===== config.mk =====
export PLATFORM = sky130hd
export DESIGN_NAME = zion_clr_en_pipe
export DESIGN_NICKNAME = d
export VERILOG_FILES = /design/src/rtl/zion_clr_en_pipe_pkg.sv /design/src/rtl/zion_clr_en_pipe_stage.sv /design/src/rtl/zion_clr_en_pipe.sv
export SDC_FILE = /design/constraint.sdc
export NUM_CORES = 1
export LEC_CHECK = 0
export BUFFER_PORTS_ARGS = -buffer_cell sky130_fd_sc_hd__buf_2
export CORE_MARGIN = 1
export CORE_UTILIZATION = 40
export DETAILED_ROUTE_END_ITERATION = 8
export GPL_ROUTABILITY_DRIVEN = 0
export HOLD_SLACK_MARGIN = 0.06
export SLEW_MARGIN = 20
export SYNTH_ARGS = -nofsm -noshare
export SYNTH_HDL_FRONTEND = slang
export SYNTH_SLANG_ARGS = --single-unit
export TNS_END_PERCENT = 100

===== constraint.sdc =====
create_clock -name clk -period 1.4 [get_ports clk]
set_clock_uncertainty 0.05 [all_clocks]
set_input_delay 0 -clock clk [delete_from_list [all_inputs] [get_ports clk]]
set_output_delay 0 -clock clk [all_outputs]
set_load 0.01 [all_outputs]

===== src/rtl/zion_clr_en_pipe_pkg.sv =====
// Shared helpers for zion_clr_en_pipe: occupancy-counter width and the
// input-to-output data width conversion.
package zion_clr_en_pipe_pkg;

   localparam int MAX_W = 256;

   function automatic int cnt_width(input int depth);
      return $clog2(depth + 1);
   endfunction

   // Keeps the low w_in bits and zero-fills above; the caller narrows the result.
   function automatic logic [MAX_W-1:0] fit_width(input logic [MAX_W-1:0] din,
                                                  input int w_in);
      logic [MAX_W-1:0] dout;
      dout = '0;
      for (int i = 0; i < MAX_W; i++) begin
         if (i < w_in) dout[i] = din[i];
      end
      return dout;
   endfunction

endpackage


===== src/rtl/zion_clr_en_pipe_stage.sv =====
// One pipeline stage: valid bit plus data register with enable, flush and
// INI_DATA reset value. Flush wins over enable.
module zion_clr_en_pipe_stage #(
   parameter int            W        = 32,
   parameter logic [W-1:0]  INI_DATA = '0
) (
   input  logic          clk,
   input  logic          rst,
   input  logic          clr,
   input  logic          en,
   input  logic          vld_i,
   input  logic [W-1:0]  dat_i,
   output logic          vld_o,
   output logic [W-1:0]  dat_o
);

   logic          vld_q, vld_d;
   logic [W-1:0]  dat_q, dat_d;

   always_comb begin
      vld_d = vld_q;
      dat_d = dat_q;
      if (clr) begin
         vld_d = 1'b0;
         dat_d = INI_DATA;
      end else if (en) begin
         vld_d = vld_i;
         // a bubble moves in without disturbing the held data
         if (vld_i) dat_d = dat_i;
      end
   end

   always_ff @(posedge clk) begin
      if (!rst) begin
         vld_q <= 1'b0;
         dat_q <= INI_DATA;
      end else begin
         vld_q <= vld_d;
         dat_q <= dat_d;
      end
   end

   assign vld_o = vld_q;
   assign dat_o = dat_q;

endmodule


===== src/rtl/zion_clr_en_pipe.sv =====
// DEPTH-stage bubble-collapsing valid/ready pipeline with synchronous flush.
// Define ZION_CLR_EN_PIPE_CNT_EN to add the registered occupancy count oCnt.
module zion_clr_en_pipe
   import zion_clr_en_pipe_pkg::*;
#(
   parameter int                    WIDTH_IN  = 32,
   parameter int                    WIDTH_OUT = 32,
   parameter int                    DEPTH     = 2,
   parameter logic [WIDTH_OUT-1:0]  INI_DATA  = '0
) (
   input  logic                  clk,
   input  logic                  rst,
   input  logic                  iClr,
   input  logic                  iVld,
   output logic                  oRdy,
   input  logic [WIDTH_IN-1:0]   iDat,
   output logic                  oVld,
   input  logic                  iRdy,
   output logic [WIDTH_OUT-1:0]  oDat
`ifdef ZION_CLR_EN_PIPE_CNT_EN
   ,
   output logic [cnt_width(DEPTH)-1:0] oCnt
`endif
);

   if (DEPTH < 1 || WIDTH_IN > MAX_W || WIDTH_OUT > MAX_W) begin : g_bad_cfg
      $error("zion_clr_en_pipe: DEPTH must be >= 1 and widths <= MAX_W");
   end

   logic [WIDTH_OUT-1:0]  din_conv;
   logic [DEPTH-1:0]      stg_vld;
   logic [DEPTH-1:0]      stg_adv;
   logic [DEPTH-1:0]      stg_en;
   logic [WIDTH_OUT-1:0]  stg_dat [DEPTH];

   assign din_conv = WIDTH_OUT'(fit_width(MAX_W'(iDat), WIDTH_IN));

   // Ready ripples back from the output: a stage moves on if the next one is
   // empty or itself moving, so any empty stage lets upstream beats close up.
   always_comb begin
      stg_adv = '0;
      stg_adv[DEPTH-1] = iRdy;
      for (int s = DEPTH - 2; s >= 0; s--) begin
         stg_adv[s] = !stg_vld[s+1] || stg_adv[s+1];
      end
      stg_en = ~stg_vld | stg_adv;
   end

   genvar gi;
   generate
      for (gi = 0; gi < DEPTH; gi++) begin : g_stage
         if (gi == 0) begin : g_first
            zion_clr_en_pipe_stage #(
               .W        (WIDTH_OUT),
               .INI_DATA (INI_DATA)
            ) u_stage (
               .clk   (clk),
               .rst   (rst),
               .clr   (iClr),
               .en    (stg_en[gi]),
               .vld_i (iVld),
               .dat_i (din_conv),
               .vld_o (stg_vld[gi]),
               .dat_o (stg_dat[gi])
            );
         end else begin : g_rest
            zion_clr_en_pipe_stage #(
               .W        (WIDTH_OUT),
               .INI_DATA (INI_DATA)
            ) u_stage (
               .clk   (clk),
               .rst   (rst),
               .clr   (iClr),
               .en    (stg_en[gi]),
               .vld_i (stg_vld[gi-1]),
               .dat_i (stg_dat[gi-1]),
               .vld_o (stg_vld[gi]),
               .dat_o (stg_dat[gi])
            );
         end
      end
   endgenerate

   assign oRdy = stg_en[0] && !iClr;
   assign oVld = stg_vld[DEPTH-1];
   assign oDat = stg_dat[DEPTH-1];

`ifdef ZION_CLR_EN_PIPE_CNT_EN
   localparam int CW = cnt_width(DEPTH);

   logic           in_xfer;
   logic           out_xfer;
   logic [CW-1:0]  cnt_q, cnt_d;

   assign in_xfer  = iVld && oRdy;
   assign out_xfer = oVld && iRdy;

   always_comb begin
      cnt_d = cnt_q;
      if (iClr) begin
         cnt_d = '0;
      end else if (in_xfer && !out_xfer) begin
         cnt_d = cnt_q + CW'(1);
      end else if (!in_xfer && out_xfer) begin
         cnt_d = cnt_q - CW'(1);
      end
   end

   always_ff @(posedge clk) begin
      if (!rst) cnt_q <= '0;
      else      cnt_q <= cnt_d;
   end

   assign oCnt = cnt_q;
`endif

endmodule


Yosys cells after proc, flatten, opt, wreduce, memory -nomap -nowiden
Cells that the tools add are included.

Register bits after elaboration: 66. Input port bits: 37. Output and inout bits: 34. Word-level logic and storage cells: 14.

Bitwise logic cells: 3. Reductions and logical operators: 7.

Operators by type and width (number): $reduce_and A2 Y1 (2); $logic_not A1 Y1 (2); $not A2 Y2 (1); $or A2 B2 Y2 (1); $reduce_or A2 Y1 (1); $logic_and A1 B1 Y1 (1); $logic_or A1 B1 Y1 (1); $not A1 Y1 (1).

Depth between registers and ports, before layout
Word-level depth: 4. Depth in mapped cells: 5.

Hierarchy
A second synthesis with hierarchy kept.

Cell total of the unflattened synthesis: 303. Area total of the unflattened synthesis: 3105.5 um2.

Modules (own cells, without submodules): zion_clr_en_pipe_stage (times used 2, cells an instance 150, area an instance 1532.7 um2); zion_clr_en_pipe (times used 1, cells an instance 3, area an instance 40.0 um2).

Worst setup path before layout
OpenSTA, ideal clock, no wires.

Kind: register -> register. Start: register g_stage[0].g_first.u_stage.vld_q. End: register g_stage[0].g_first.u_stage.dat_q[0]. Library setup time: 0.132 ns. Data arrival time: 0.927 ns. Slack: 0.291 ns. Stages on the path, launching flop included: 6. Path buffers: 2. Period minus slack after synthesis: 1.109 ns. Path through: dfxtp_1 > buf_4 > and3b_4 > buf_6 > o21ai_1 > a21oi_1.

Longest elaborated chain between the ends: 3.

Ends and longest elaborated chain: from (decl) (line zion_clr_en_pipe_stage.sv:17) `logic vld_q, vld_d;`; from (signal assigned) (line zion_clr_en_pipe_stage.sv:38) `vld_q <= vld_d;`; $not A2 Y2 (line zion_clr_en_pipe.sv:46) `stg_en = ~stg_vld | stg_adv;`; $or A2 B2 Y2 (line zion_clr_en_pipe.sv:46); $reduce_and A2 Y1 (no source line); to (signal assigned) (line zion_clr_en_pipe_stage.sv:39) `dat_q <= dat_d;`; to (decl) (line zion_clr_en_pipe_stage.sv:18) `logic [W-1:0] dat_q, dat_d;`.

No other way between the ends. A chain may end at the register's enable or synchronous reset.

Final worst setup path
Start: register g_stage[1].g_rest.u_stage.vld_q. End: output oRdy.

Longest elaborated chain between the ends: 4.

Ends and longest elaborated chain: from (decl) (line zion_clr_en_pipe_stage.sv:17); from (signal assigned) (line zion_clr_en_pipe_stage.sv:38); $logic_not A1 Y1 (line zion_clr_en_pipe.sv:44) `stg_adv[s] = !stg_vld[s+1] || stg_adv[s+1];`; $logic_or A1 B1 Y1 (line zion_clr_en_pipe.sv:44); $or A2 B2 Y2 (line zion_clr_en_pipe.sv:46); $logic_and A1 B1 Y1 (line zion_clr_en_pipe.sv:84) `assign oRdy = stg_en[0] && !iClr;`; to (decl) (line zion_clr_en_pipe.sv:15) `output logic oRdy,`.

No other way between the ends.

==> results_dict.tcl <==
set metrics [dict create \
    antenna_found_initial 0 \
    synth_area_leaders "dfxtp_1, a21oi_1, nand3_1" \
    synth_compound_area_frac 0.258 \
    drcViolationCount 0 \
    finalCriticalPeriod_ps 1280 \
    die_w_um 81.4 \
    fin_nets 433 \
    yosysWarnings 0 \
    cap_viol_max_count 0 \
    cts_root_buffer "clkbuf_8" \
    ys_types 18 \
    syn-instance-count 302 \
    grt_pass1_vias 2352 \
    syn_nets 339 \
    cellLeakagePower_nw 1.37 \
    worstSetupPathType "reg2out" \
    clkSlewWorstSetupHoldPaths_ps 70 \
    drt_first_pass_iters 4 \
    synth_edf_count 0 \
    io_buffers 70 \
    cts_made_buffers 9 \
    p_total_mw 3.83 \
    synth_top_area_share 0.524 \
    cp.arrival_ps 1230 \
    insertion_delay_ps 340 \
    overflow 0 \
    synth_top_family_by_area "compound AO/OA/AOI/OAI gates" \
    yosys-top-cells-count "a21oi_1, dfxtp_1, nand3_1" \
    start_kind "register" \
    yosys.area_share.simple 0.146 \
    yosysSeqAreaShare 0.524 \
    avgSynthCellArea_um2 8.35 \
    cts.sinks 66 \
    drv_slew 0 \
    dieArea_um2 6630 \
    cts_tree "yes" \
    required_ps 1350 \
    rows 28 \
    via_per_inst 5.30 \
    core_um2 5990 \
    hp-class "in2reg" \
    synth-seq-cells 66 \
    dr.first_iter.drc_count 129 \
    fmax_ghz 0.781 \
    ioPinCount 71 \
    vias 2524 \
    grtUsageTotal 0.225 \
    async_flop_share 0 \
    synth_mux_area_frac 0 \
    yosys_most_used_dff "dfxtp_1" \
    dpl.hpwl_um 4120 \
    clock_path_buffers 2 \
    diodes 0 \
    relSlewSlack 0.541 \
    end_kind "output pin" \
    finalCritPeriodShare 0.915 \
    synth_xor_area_frac 0 \
    tns_ps 0 \
    layout-drive-gt1-share 0.259 \
    hold_viol 0 \
    setup_viol 0 \
    syn_area_um2 2520 \
    wl_um 6770 \
    worstMarginPinSlew_ps 688 \
    vdd_drop_max_mv 0.586 \
    ant_nets 0 \
    routedWlPerCell_um 14.2 \
    die_h_um 81.4 \
    holdPathStages 4 \
    synth_area_leader_cell "dfxtp_1" \
    ff2ff_path_depth 5 \
    syn_to_final_growth_pct 36.4 \
    power_density_nw_per_um2 1110 \
    status "finished, final reports clean" \
    grt_max_degree 67 \
    start_util 0.421 \
    grt_pass1_wl_um 11200 \
    htreeDepth 3 \
    cp_max_fo 6 \
    rsz0062_at_grt "false" \
    synthAdderAreaFrac 0 \
]
-- cell type report --
class | instances | area (µm²)
clock buffers | 14 | 163
well taps | 75 | 93.8
repair buffers | 117 | 796
multi-input cells | 200 | 1020
flip-flops and latches | 66 | 1320
inverters | 2 | 7.51
clock inverters | 2 | 35.0
fillers | 566 | 2550
-- report_power, final --
group | internal [mW] | switching (mW) | total (mW)
logic | 0.144 | 0.147 | 0.292
clock network | 0.920 | 0.689 | 1.61
registers | 1.91 | 0.0180 | 1.93
-- through the flow --
step	worst slack [ps]	cell area, µm²	hold slack, ps	util	cells
after global routing	25.5	3440	135	0.574	476
after floorplan	291	2520	-2.47	-	302
after detailed placement	142	2910	205	0.486	427
after CTS	53.1	3440	120	0.574	476
after global placement	178	2910	211	0.486	427
final	119	3440	122	0.574	476
-- repair_timing --
item,CTS,global route
hold buffers,32,0
setup buffers,1,0
gates cloned,0,0
endpoints found under the hold margin,32,0
setup endpoints to repair,1,8
gates resized for setup,0,2
pin swaps,1,0
-- critical path, cell delays in order, from the launching register on --
cell     delay [ps]
dfxtp_2         340
and3b_4         190
buf_4           150
nor2_1           80
buf_2           140
-- kinds of logic (layout without fill, tap and decap cells) --
family / after synthesis / count (layout)
AOI/OAI and AO/OA: 130 / 130
buffers and inverters: 36 / 135
DFF: 66 / 66
and+or+nand+nor: 70 / 70
-- cell usage in the layout, fill, tap and decap left out, types with 2 or more instances in the layout --
cell,count
dlygate4sd3_1,32
dfxtp_2,2
o21ai_0,34
buf_4,14
nand3_1,64
dfxtp_1,64
clkbuf_1,3
a21oi_1,66
clkbuf_8,11
o21ai_1,30
buf_2,70
-- worst paths after layout --
path              slack, ps                              endpoint                                start
setup / recovery        120                                  oRdy      g_stage[1].g_rest.u_stage.vld_o
hold / removal          120  g_stage[0].g_first.u_stage.dat_o[17]                                 iVld
setup reg to reg        120  g_stage[0].g_first.u_stage.dat_o[29]     g_stage[0].g_first.u_stage.vld_o
hold reg to reg         420   g_stage[1].g_rest.u_stage.dat_o[12]  g_stage[1].g_rest.u_stage.dat_o[12]
-- state kept, by name, indices dropped and copies added (netlist names) --
| register | count |
|---|---|
| g_stage.g_rest.u_stage.dat_o | 32 |
| g_stage.g_first.u_stage.dat_o | 32 |
| g_stage.g_first.u_stage.vld_o | 1 |
| g_stage.g_rest.u_stage.vld_o | 1 |
-- layer usage --
layer,GRT usage,wire [µm]
met1,0.293,3150
met2,0.357,3260
met3,0.0522,266
met4,0.0911,92
met5,0,0
Note: power is estimated with default switching activity, not from simulation.
